[src/rtl/mod_counter_ctrl_if.sv]
// rtl/mod_counter_ctrl_if.sv - control/status bundle between run controller and T-FF counter
interface mod_counter_ctrl_if #(
  parameter int WIDTH = 3
);
  logic             start;
  logic             pause;
  logic             abort;
  logic [3:0]       mod_val;
  logic [3:0]       num_wraps;
  logic [WIDTH-1:0] q_in;
  logic [WIDTH-1:0] t;
  logic             cnt_clr;
  logic             busy;
  logic             tc;
  logic             done;
  logic [3:0]       wrap_cnt;

  modport master (
    output start, pause, abort, mod_val, num_wraps, q_in,
    input  t, cnt_clr, busy, tc, done, wrap_cnt
  );

  modport slave (
    input  start, pause, abort, mod_val, num_wraps, q_in,
    output t, cnt_clr, busy, tc, done, wrap_cnt
  );
endinterface

[src/rtl/mod_counter_ctrl.sv]
// rtl/mod_counter_ctrl.sv - run controller driving an external T-flip-flop mod-M counter
module mod_counter_ctrl #(
  parameter int WIDTH = 3
) (
  input  logic              clk,
  input  logic              rst,
  mod_counter_ctrl_if.slave bus
);

  typedef enum logic [2:0] {
    S_IDLE  = 3'd0,
    S_CLEAR = 3'd1,
    S_RUN   = 3'd2,
    S_PAUSE = 3'd3,
    S_DONE  = 3'd4
  } state_t;

  state_t           state, state_n;

  logic [3:0]       mod_lat;
  logic [3:0]       nw_lat;
  logic [3:0]       mod_clamped;
  logic [3:0]       q_ext;
  logic [3:0]       m_last;
  logic [3:0]       wrap_inc;
  logic [WIDTH-1:0] q_inc;
  logic [WIDTH-1:0] t_c;
  logic             wrap_ev;
  logic             clr_ev;
  logic             latch;

  logic             cnt_clr_r;
  logic             busy_r;
  logic             tc_r;
  logic             done_r;
  logic [3:0]       wrap_cnt_r;

  assign q_ext    = 4'(bus.q_in);
  assign q_inc    = bus.q_in + WIDTH'(1);
  assign m_last   = mod_lat - 4'd1;
  assign wrap_inc = wrap_cnt_r + 4'd1;

  assign bus.t        = t_c;
  assign bus.cnt_clr  = cnt_clr_r;
  assign bus.busy     = busy_r;
  assign bus.tc       = tc_r;
  assign bus.done     = done_r;
  assign bus.wrap_cnt = wrap_cnt_r;

  // Keep the requested modulus inside the range a 3-bit counter can realise.
  always_comb begin
    mod_clamped = bus.mod_val;
    if (bus.mod_val < 4'd2) mod_clamped = 4'd2;
    else if (bus.mod_val > 4'd8) mod_clamped = 4'd8;
  end

  // State register.
  always_ff @(posedge clk) begin
    if (rst) state <= S_IDLE;
    else     state <= state_n;
  end

  // Next state and toggle enables; PAUSE with pause released counts like RUN so no cycle is lost.
  always_comb begin
    state_n = state;
    t_c     = '0;
    wrap_ev = 1'b0;
    clr_ev  = 1'b0;
    latch   = 1'b0;
    case (state)
      S_IDLE: begin
        if (!bus.abort && !bus.pause && bus.start) begin
          state_n = S_CLEAR;
          latch   = 1'b1;
        end
      end
      S_CLEAR: begin
        if (bus.abort) begin
          state_n = S_IDLE;
          clr_ev  = 1'b1;
        end else begin
          state_n = S_RUN;
        end
      end
      S_RUN, S_PAUSE: begin
        if (bus.abort) begin
          state_n = S_IDLE;
          clr_ev  = 1'b1;
        end else if (bus.pause) begin
          state_n = S_PAUSE;
        end else begin
          state_n = S_RUN;
          if (q_ext == m_last) begin
            t_c     = bus.q_in;
            wrap_ev = 1'b1;
            if (nw_lat != 4'd0 && wrap_inc == nw_lat) state_n = S_DONE;
          end else if (q_ext > m_last) begin
            t_c = bus.q_in;
          end else begin
            t_c = bus.q_in ^ q_inc;
          end
        end
      end
      S_DONE: state_n = S_IDLE;
      default: state_n = S_IDLE;
    endcase
  end

  // Registered status outputs and run parameters latched at start.
  always_ff @(posedge clk) begin
    if (rst) begin
      cnt_clr_r  <= 1'b1;
      busy_r     <= 1'b0;
      tc_r       <= 1'b0;
      done_r     <= 1'b0;
      wrap_cnt_r <= 4'd0;
      mod_lat    <= 4'd2;
      nw_lat     <= 4'd0;
    end else begin
      cnt_clr_r <= clr_ev || (state_n == S_CLEAR);
      busy_r    <= (state_n == S_CLEAR) || (state_n == S_RUN) || (state_n == S_PAUSE);
      tc_r      <= wrap_ev;
      done_r    <= (state == S_DONE);
      if (latch) begin
        wrap_cnt_r <= 4'd0;
        mod_lat    <= mod_clamped;
        nw_lat     <= bus.num_wraps;
      end else if (wrap_ev) begin
        wrap_cnt_r <= wrap_inc;
      end
    end
  end

endmodule

[src/flat_wrapper.sv]
// flat-port wrapper written by rule: the top's interface ports become plain ports
module mod_counter_ctrl_flat 
#(
  parameter int WIDTH = 3
)
  (clk, rst, bus_start, bus_pause, bus_abort, bus_mod_val, bus_num_wraps, bus_q_in, bus_t, bus_cnt_clr, bus_busy, bus_tc, bus_done, bus_wrap_cnt);
  mod_counter_ctrl_if #(.WIDTH(WIDTH)) bus_i ();
  input  logic clk;
  input  logic rst;
  input wire logic [$bits(bus_i.start)-1:0] bus_start;
  input wire logic [$bits(bus_i.pause)-1:0] bus_pause;
  input wire logic [$bits(bus_i.abort)-1:0] bus_abort;
  input wire logic [$bits(bus_i.mod_val)-1:0] bus_mod_val;
  input wire logic [$bits(bus_i.num_wraps)-1:0] bus_num_wraps;
  input wire logic [$bits(bus_i.q_in)-1:0] bus_q_in;
  output wire logic [$bits(bus_i.t)-1:0] bus_t;
  output wire logic [$bits(bus_i.cnt_clr)-1:0] bus_cnt_clr;
  output wire logic [$bits(bus_i.busy)-1:0] bus_busy;
  output wire logic [$bits(bus_i.tc)-1:0] bus_tc;
  output wire logic [$bits(bus_i.done)-1:0] bus_done;
  output wire logic [$bits(bus_i.wrap_cnt)-1:0] bus_wrap_cnt;
  assign bus_i.start = bus_start;
  assign bus_i.pause = bus_pause;
  assign bus_i.abort = bus_abort;
  assign bus_i.mod_val = bus_mod_val;
  assign bus_i.num_wraps = bus_num_wraps;
  assign bus_i.q_in = bus_q_in;
  assign bus_t = bus_i.t;
  assign bus_cnt_clr = bus_i.cnt_clr;
  assign bus_busy = bus_i.busy;
  assign bus_tc = bus_i.tc;
  assign bus_done = bus_i.done;
  assign bus_wrap_cnt = bus_i.wrap_cnt;
  mod_counter_ctrl #(.WIDTH(WIDTH)) u_core (.clk(clk), .rst(rst), .bus(bus_i));
endmodule
[config.mk]
export PLATFORM = sky130hd
export DESIGN_NAME = mod_counter_ctrl_flat
export DESIGN_NICKNAME = d
export VERILOG_FILES = /design/src/rtl/mod_counter_ctrl_if.sv /design/src/rtl/mod_counter_ctrl.sv /design/src/flat_wrapper.sv
export SDC_FILE = /design/constraint.sdc
export NUM_CORES = 1
export LEC_CHECK = 0
export CAP_MARGIN = 20
export CORE_UTILIZATION = 47
export CTS_CLUSTER_DIAMETER = 80
export DETAILED_ROUTE_END_ITERATION = 8
export PLACE_DENSITY = 0.84
export SLEW_MARGIN = 5
export SYNTH_ARGS = -nofsm -noshare
export SYNTH_HDL_FRONTEND = slang
export SYNTH_SLANG_ARGS = --single-unit
export TNS_END_PERCENT = 100
[constraint.sdc]
create_clock -name clk -period 2.6 [get_ports clk]
set_input_delay 0.52 -clock clk [delete_from_list [all_inputs] [get_ports clk]]
set_output_delay 0.52 -clock clk [all_outputs]
set_load 0.02 [all_outputs]
* Yosys cells after proc, flatten, opt, wreduce, memory -nomap -nowiden
Index checks and enable logic that the tools add are counted.
** Storage, ports and cells
- Input port bits :: 16
- Register bits after elaboration :: 19
- Word-level logic and storage cells :: 59
- Output and inout bits :: 11
** Cells by class
- Mux-type cells :: 22
- Bitwise gates (word level) :: 1
- Reductions and logical operators :: 13
- Equal/unequal tests :: 9
- $add $sub $neg :: 3
- Magnitude comparators :: 3
** Operator list (number)
- $mux 3 :: 10
- $eq 3x2->1 const B :: 4
- $pmux 3 s3 :: 1
- $mux 1 :: 8
- $mux 4 :: 2
- $eq 3x1->1 const B :: 2
- $add 4x1->4 const B :: 1
- $eq 3x4->1 :: 1
- $eq 4x4->1 :: 1
- $gt 3x4->1 :: 1
- $gt 4x4->1 const B :: 1
- $lt 4x2->1 const B :: 1
- $reduce_bool 4->1 :: 1
- $reduce_or 2->1 :: 2
- $sub 4x1->4 const B :: 1
- $add 3x1->3 const B :: 1
- $eq 3x3->1 const B :: 1
- $logic_and 1x1->1 :: 3
- $logic_not 3->1 :: 1
- $logic_or 1x1->1 :: 3
- $reduce_or 3->1 :: 1
- $xor 3x3->3 :: 1
- $logic_not 1->1 :: 2
- $mux 2 :: 1

* Depth between registers and ports, before layout
- Depth in word-level cells :: 11
- Depth in mapped cells :: 9
- Depth with buffers taken out :: 9

* Least setup slack after synthesis
OpenSTA, ideal clock, no wires.
- Path kind :: reg-to-output
- Start point :: reg u_core.mod_lat[0]
- End point :: out bus_t[1]
- Buffers on the path :: 0
- Data required time :: 2.080 ns
- Slack :: 0.125 ns
- Cell stages (with the launch flop) :: 8
- Data arrival time :: 1.955 ns
- Cells stage by stage :: dfxtp_1 -> inv_1 -> ha_1 -> ha_1 -> a21o_1 -> a21oi_1 -> or3_1 -> mux2i_1
** On the way
- Longest elaborated chain between the ends :: 7
- Elaborated cells on any way between the ends :: 8
- Classes of those cells :: add/sub (1); order compare (1); eq/ne (1); mux (5)
** RTL lines
- start, declared :: RTL line mod_counter_ctrl.sv:20 : logic [3:0] mod_lat;
- start signal, assigned :: RTL line mod_counter_ctrl.sv:126 : mod_lat <= mod_clamped;
- $sub 4x1->4 * :: RTL line mod_counter_ctrl.sv:40 : assign m_last = mod_lat - 4'd1;
- $gt 3x4->1 :: RTL line mod_counter_ctrl.sv:97 : end else if (q_ext > m_last) begin
- $mux 3 :: RTL line mod_counter_ctrl.sv:97
- $mux 3 * :: RTL line mod_counter_ctrl.sv:93 : if (q_ext == m_last) begin
- $mux 3 * :: RTL line mod_counter_ctrl.sv:89 : end else if (bus.pause) begin
- $mux 3 * :: RTL line mod_counter_ctrl.sv:86 : if (bus.abort) begin
- $mux 3 * :: RTL line mod_counter_ctrl.sv:70 : case (state)
- end, declared :: RTL line flat_wrapper.sv:16 : output wire logic [$bits(bus_i.t)-1:0] bus_t;
Every way passes the cells marked *; elsewhere a longest branch is shown, timed or not.

* Worst setup path in the final report
- Start point :: in bus_q_in[0]
- End point :: out bus_t[2]
** On the way
- Longest elaborated chain between the ends :: 7
- Elaborated cells on any way between the ends :: 9
- Classes of those cells :: add/sub (1); order compare (1); eq/ne (1); mux (5); bitwise (1)
** RTL lines
- start, declared :: RTL line flat_wrapper.sv:15 : input wire logic [$bits(bus_i.q_in)-1:0] bus_q_in;
- $add 3x1->3 :: RTL line mod_counter_ctrl.sv:39 : assign q_inc = bus.q_in + WIDTH'(1);
- $xor 3x3->3 :: RTL line mod_counter_ctrl.sv:100 : t_c = bus.q_in ^ q_inc;
- $mux 3 :: RTL line mod_counter_ctrl.sv:97
- $mux 3 * :: RTL line mod_counter_ctrl.sv:93
- $mux 3 * :: RTL line mod_counter_ctrl.sv:89
- $mux 3 * :: RTL line mod_counter_ctrl.sv:86
- $mux 3 * :: RTL line mod_counter_ctrl.sv:70
Marks and branches as above.

==> flow_summary.toml <==
[logic_synthesis]
ys_seq_elements = 19
synthesis.nets = 124
synth_top_area_frac = 0.3786
synth-main-ff-cell = "dfxtp_1"
synth_edf_count = 0
syn_inst = 103
syn_avg_cell_area_sq_um = 9.755
synth_area_sq_um = 1005
synth_cell_types = 34
seq_area_frac_synth = 0.3786
synth_area_leaders = "dfxtp_1 (38%), mux2i_1 (8.0%), ha_1 (6.2%)"
yosys_warnings = 0
synthArstFlopShare = 0
synth_top_cell_by_area = "dfxtp_1"

[global_routing]
grt-ovfl-total = 0
grt_usage = 0.2326
grt_pass1_wl_um = 3608
antenna_found_initial = 0
grt_max_degree = 15
grt_pass1_vias = 805

[setup_path]
worstPathArrival_ns = 2.15
cp-end-kind = "output port"
crit_type = "input pin to output port"
worstPathMaxFanout = 4
cp_num_buf_inv = 3
critical_path_required_ns = 2.08
cp-start-kind = "input pin"
crit_slowest_cell = "or3_4"
cp_slowest_stage_delay_ns = 0.39
crit_chain = "clkdlybuf4s15_1 -> inv_1 -> ha_4 -> nand2b_1 -> a21o_1 -> a21oi_2 -> or3_4 -> mux2i_1 -> buf_4"
cp_top_family = "buffers and inverters"

[clocking]
clock-sinks = 19
cts_root_buffer = "clkbuf_4"
clkLatencyLatePin_ns = 0.31
htree_levels = 1
cts-hold-fix-buffers = 0
cts_buffer_depth = 2
cts_setup_buffers = 0
cts_inserted_buffers = 3
cts_tree = "built"
clk_pin_slew_ns = 0.11

[sta]
fmax_ghz = 0.3744
period_share = 1.027
hold_ws_ns = 0.4378
fin_crit_ns = 2.671
rsz0062_at_grt = "yes"
relSlewSlack = 0.6676
finalSetupViolCount = 3
drv_slew = 0
tightest_slew_ns = 0.4971
setup_ws_ns = -0.07087
hold_violations = 0
fin_skew_ns = 0.006390

[layout]
area_growth_pct = 41.47
final_cells = 166
layout_common_cells = "clkdlybuf4s50_1 (21), dfxtp_1 (17), nor2_1 (15), buf_4 (10), mux2i_1 (8)"
drive_gt1_frac = 0.2086
antennaDiodeCount = 0
final_common_cell = "clkdlybuf4s50_1"
n_fill_cell = 156
nets = 161

[power]
leakagePower_nw = 0.5690
peakVddDrop_v = 0.0002976
powerDensity_nw_per_um2 = 394.7

[route]
drt-pass1-iter-count = 4
wire_per_inst_um = 13.96
drt_iter0_markers = 12
drc_errors = 0
drt-total-wl_um = 2317
drt.antenna.violating_nets = 0
via_per_inst = 5.404
num_vias = 897

[status]
status = "complete, but fails checks"
violations = "negative setup slack"

[placement]
dp_hpwl_um = 1703
routabilityCongestion = 0.7117
io_buffer_count = 26
dpl.cell_count = 162

[die]
core_area_sq_um = 1982
die_x_um = 48.24
die_h_um = 48.24
io_pins = 27
row_count = 16
start_util = 0.5069
die-area_sq_um = 2327

[flow_run]
cap_violations = 0

[worst_hold_path]
hp-class = "flop to flop"
## synth_stat cells (2+ instances only)
master and instances:
nor2b_1 2, nor3b_1 2, xor2_1 3, ha_1 5, nand2_1 5, dfxtp_1 19
nor4_2 2, a21oi_1 4, inv_1 3, mux2i_1 8, nor4b_1 2, nor3_1 2
nor4b_4 2, nand3_1 3, nor2_1 15, xnor2_1 3, a21o_1 2, nand2b_1 5
## worst reg2reg max path: cells and delay by family, from the launching register on
| kind | cells | cell delay, ns |
|---|---|---|
| XOR/XNOR | 1 | 0.12 |
| adder cells (fa/ha/maj) | 2 | 0.46 |
| AO/OA/AOI/OAI | 1 | 0.16 |
| flip-flops | 1 | 0.35 |
| buffers and inverters | 1 | 0.05 |
| AND/OR/NAND/NOR | 4 | 0.79 |
## registers in the layout (all words and copies together) (netlist names)
name and count:
u_core.bus.tc 1, u_core.bus.busy 1, u_core.nw_lat 4, u_core.bus.cnt_clr 1, u_core.bus.wrap_cnt 4, u_core.mod_lat 4
u_core.bus.done 1, u_core.state 3
## layout make-up
type / count / area [sq um] / share of cell area
multi-input cells: 79 / 650.6 / 0.4577
inverters: 3 / 11.26 / 0.007923
clock inverters: 1 / 5.005 / 0.003521
repair buffers: 34 / 315.3 / 0.2218
clock buffers: 3 / 22.52 / 0.01585
well taps: 27 / 33.78 / 0.02377
flip-flops and latches: 19 / 382.9 / 0.2694
## per-layer routing
| layer | track usage | share of wire | vias up |
|---|---|---|---|
| li1 | - | - | 438 |
| met1 | 0.2825 | 0.44 | 433 |
| met5 | 0 | 0 | - |
| met2 | 0.3973 | 0.52 | 22 |
| met4 | 0.1167 | 0.017 | 0 |
| met3 | 0.03333 | 0.028 | 4 |
## repair_timing
action / in CTS / in global routing
setup endpoints to repair: 3 / 3
resized for setup: 27 / 1
pin swaps: 5 / 0
## kinds of logic (layout without fill, tap and decap cells)
group / Yosys count / count (layout) / share of synthesized area
compound gates: 12 / 12 / 0.08345
xor+xnor: 7 / 7 / 0.07597
fa+ha+maj: 5 / 5 / 0.06227
buf+inv: 5 / 41 / 0.01992
flops: 19 / 19 / 0.3786
mux: 8 / 8 / 0.07970
simple gates: 47 / 47 / 0.3001
## power breakdown
group | internal, mW | switching (mW) | total, mW
Combinational | 0.0575 | 0.0442 | 0.102
Clock | 0.0576 | 0.0992 | 0.157
Sequential | 0.298 | 0.00460 | 0.302
## worst paths after layout
check / startpoint / end / slack, ns / cells past startpoint
worst max-delay path: bus_q_in[0] / bus_t[2] / -0.07 / 9
worst min-delay path: u_core.state[0] / u_core.bus.done / 0.44 / 1
worst max register to register: u_core.mod_lat[0] / u_core.bus.busy / 0.57 / 9
worst min register to register: u_core.state[0] / u_core.bus.done / 0.44 / 1
## stage by stage
stage | total power, mW | area (sq um) | setup WS (ns) | TNS [ns] | util
after floorplan | 0.3532 | 1005 | 0.1249 | 0 | -
after global placement | 0.3956 | 1350 | -0.7260 | -2.117 | 0.6812
after detailed placement | 0.3988 | 1350 | -0.8383 | -2.383 | 0.6812
after CTS | 0.5583 | 1418 | -0.02205 | -0.02278 | 0.7153
after global routing | 0.5899 | 1421 | -0.1362 | -0.3191 | 0.7172
final | 0.5610 | 1421 | -0.07087 | -0.1337 | 0.7172
Power figures use the tool's default switching activity.
==> RTL change: new RTL, config.mk and constraints unchanged <==
Re-encode `state_t` (5 states) as Gray code, 3 bits wide.
--- a/src/rtl/mod_counter_ctrl.sv
+++ b/src/rtl/mod_counter_ctrl.sv
@@ -8,11 +8,11 @@
 );
 
   typedef enum logic [2:0] {
-    S_IDLE  = 3'd0,
-    S_CLEAR = 3'd1,
-    S_RUN   = 3'd2,
-    S_PAUSE = 3'd3,
-    S_DONE  = 3'd4
+    S_IDLE  = 3'b000,
+    S_CLEAR = 3'b001,
+    S_RUN   = 3'b011,
+    S_PAUSE = 3'b010,
+    S_DONE  = 3'b110
   } state_t;
 
   state_t           state, state_n;
Check against the original RTL: no difference found for any inputs over 10 cycles, from zero or initial values and one cycle with rst high; not proved beyond that.
==> RTL change against the unedited design <==
- die area fell by 2.6%
- critical endpoint is now bus_t[0]
- critical path type unchanged
- synthesized cell count grew 2.9%
- final area decreased by 1.8%
- sequential cell count unchanged
- area after synthesis is 2.7% lower
- largest power group unchanged
- power shrank 0.92%
- highest routed layer unchanged
- wire length down 6.8%
- largest cell class unchanged
- worst setup slack better by 0.17 ns
==> RTL change: results (changes against the unedited design) <==
[synthesis]
synth_ff_type = dfxtp_1
synthCells = 106  ; +2.9%
synthTopCellsByArea = dfxtp_1 39%, mux2i_1 9.2%, nor2_1 7.3%
netlist_top_cells_count = 19 x dfxtp_1, 19 x nor2_1, 9 x mux2i_1, 6 x nand2_1
synth_cell_types = 31  ; -8.8%
synth_nets = 127  ; +2.4%
synth.yosys.seq_area_share = 0.389  ; +0.0107

[global_route]
first_global_vias = 838  ; +4.1%
track_usage = 0.209  ; -0.0233
grt_max_degree = 16  ; +1
grt_first_pass_wirelength_um = 3330  ; -7.8%

[pwr]
netSwitchingPower_w = 0.000144  ; -2.8%
powerDensity_nw_per_um2 = 398  ; +0.94%
ir_drop_uv = 230  ; -23%
p_leak_nw = 0.565  ; -0.64%
pwr-share-clk = 0.272  ; -0.008
p_seq_w = 0.000303  ; about the same

[route]
vias = 896  ; -0.11%
via_per_inst = 5.27  ; -2.5%
wire_per_inst_um = 12.7  ; -9.0%
drtIter0Drc = 11  ; -1

[placement]
hpwl_um = 1660  ; -2.5%
dpl-instance-area_sq_um = 1330  ; -1.4%
pre_cts_ws_ns = -0.767  ; +0.0717 ns
gp_congestion = 0.762  ; +7.1%

[finish]
utilization = 0.711  ; -0.00608
final_nets = 165  ; +2.5%
nFillCells = 175  ; +12%
num_antenna_cells = 0  ; unchanged
drive_gt1_frac = 0.203  ; -0.00584

[setup_path]
critical-path-slowest-cell = or4b_4
ff2ff_setup_slack_ns = 0.68  ; +0.11 ns
arrival_ns = 1.98  ; -0.17 ns
timing.rr.start = u_core.state[1]$_SDFF_PP0_
r2r_end = u_core.bus.wrap_cnt[3]$_SDFFE_PP0P_
cpPeakStageDelay_ns = 0.57  ; +0.18 ns
reg2reg_depth = 6  ; -3
path_max_fanout = 3  ; -1

[sta]
skew_ns = 0.00705  ; +0.000663 ns
max_slew_margin = 0.709  ; +0.0418
holdWs_ns = 0.494  ; +0.0562 ns

[clocking]
clock_latency_ns = 0.30
cts_root_buffer = clkbuf_4
h-tree-depth = 1  ; unchanged
post_cts_buffers = 0  ; unchanged

[outcome]
outcome = completed

-- RTL change: cell families after synthesis --
| group | synth area share |
|---|---|
| simple gates | 0.273 |
| buf+inv | 0.0192 |
| compound gates | 0.0819 |
| mux | 0.0922 |
| fa+ha+maj | 0.0640 |
| flops | 0.389 |
| xor+xnor | 0.0807 |
-- RTL change: metal layers --
layer | vias up | track usage | part of all wire
li1 | 447 | - | -
met1 | 419 | 0.234 | 0.44
met2 | 28 | 0.373 | 0.51
met3 | 2 | 0.0566 | 0.040
met4 | 0 | 0.0889 | 0.0074
met5 | - | 0 | 0
-- RTL change: final cells by class --
cell class / count / area share
clock inverters: 1 / 0.00359
inverters: 3 / 0.00807
multi-input cells: 82 / 0.443
well taps: 27 / 0.0242
clock buffers: 3 / 0.0161
repair buffers: 35 / 0.230
flip-flops and latches: 19 / 0.274
-- RTL change: worst max path at each step --
| stage | startpoint | to | slack [ns] | depth (start not counted) |
|---|---|---|---|---|
| 4_1_cts | u_core.mod_lat[0]$_SDFFE_PP0P_ | bus_t[2] | 0.01 | 8 |
| 5_1_grt | u_core.mod_lat[0]$_SDFFE_PP0P_ | bus_t[1] | 0.03 | 9 |
| 2_1_floorplan | bus_q_in[0] | bus_t[1] | 0.23 | 7 |
| 3_3_place_gp | bus_q_in[0] | bus_t[1] | -0.67 | 9 |
| 6_report | bus_abort | bus_t[0] | 0.1 | 4 |
| 3_5_place_dp | bus_q_in[0] | bus_t[2] | -0.77 | 9 |
-- RTL change: what timing repair did --
action	CTS	global route
endpoints found under the setup margin	3	3
gates cloned	0	0
pin swaps	4	1
resized for setup	19	6
-- RTL change: worst register-to-register path, stage by stage, from the launching register on --
cell and delay [ns]:
dfxtp_1 0.40, or4b_4 0.49, buf_4 0.16, nor4_4 0.43, nand2b_1 0.13, xor2_1 0.15
nor2_1 0.05
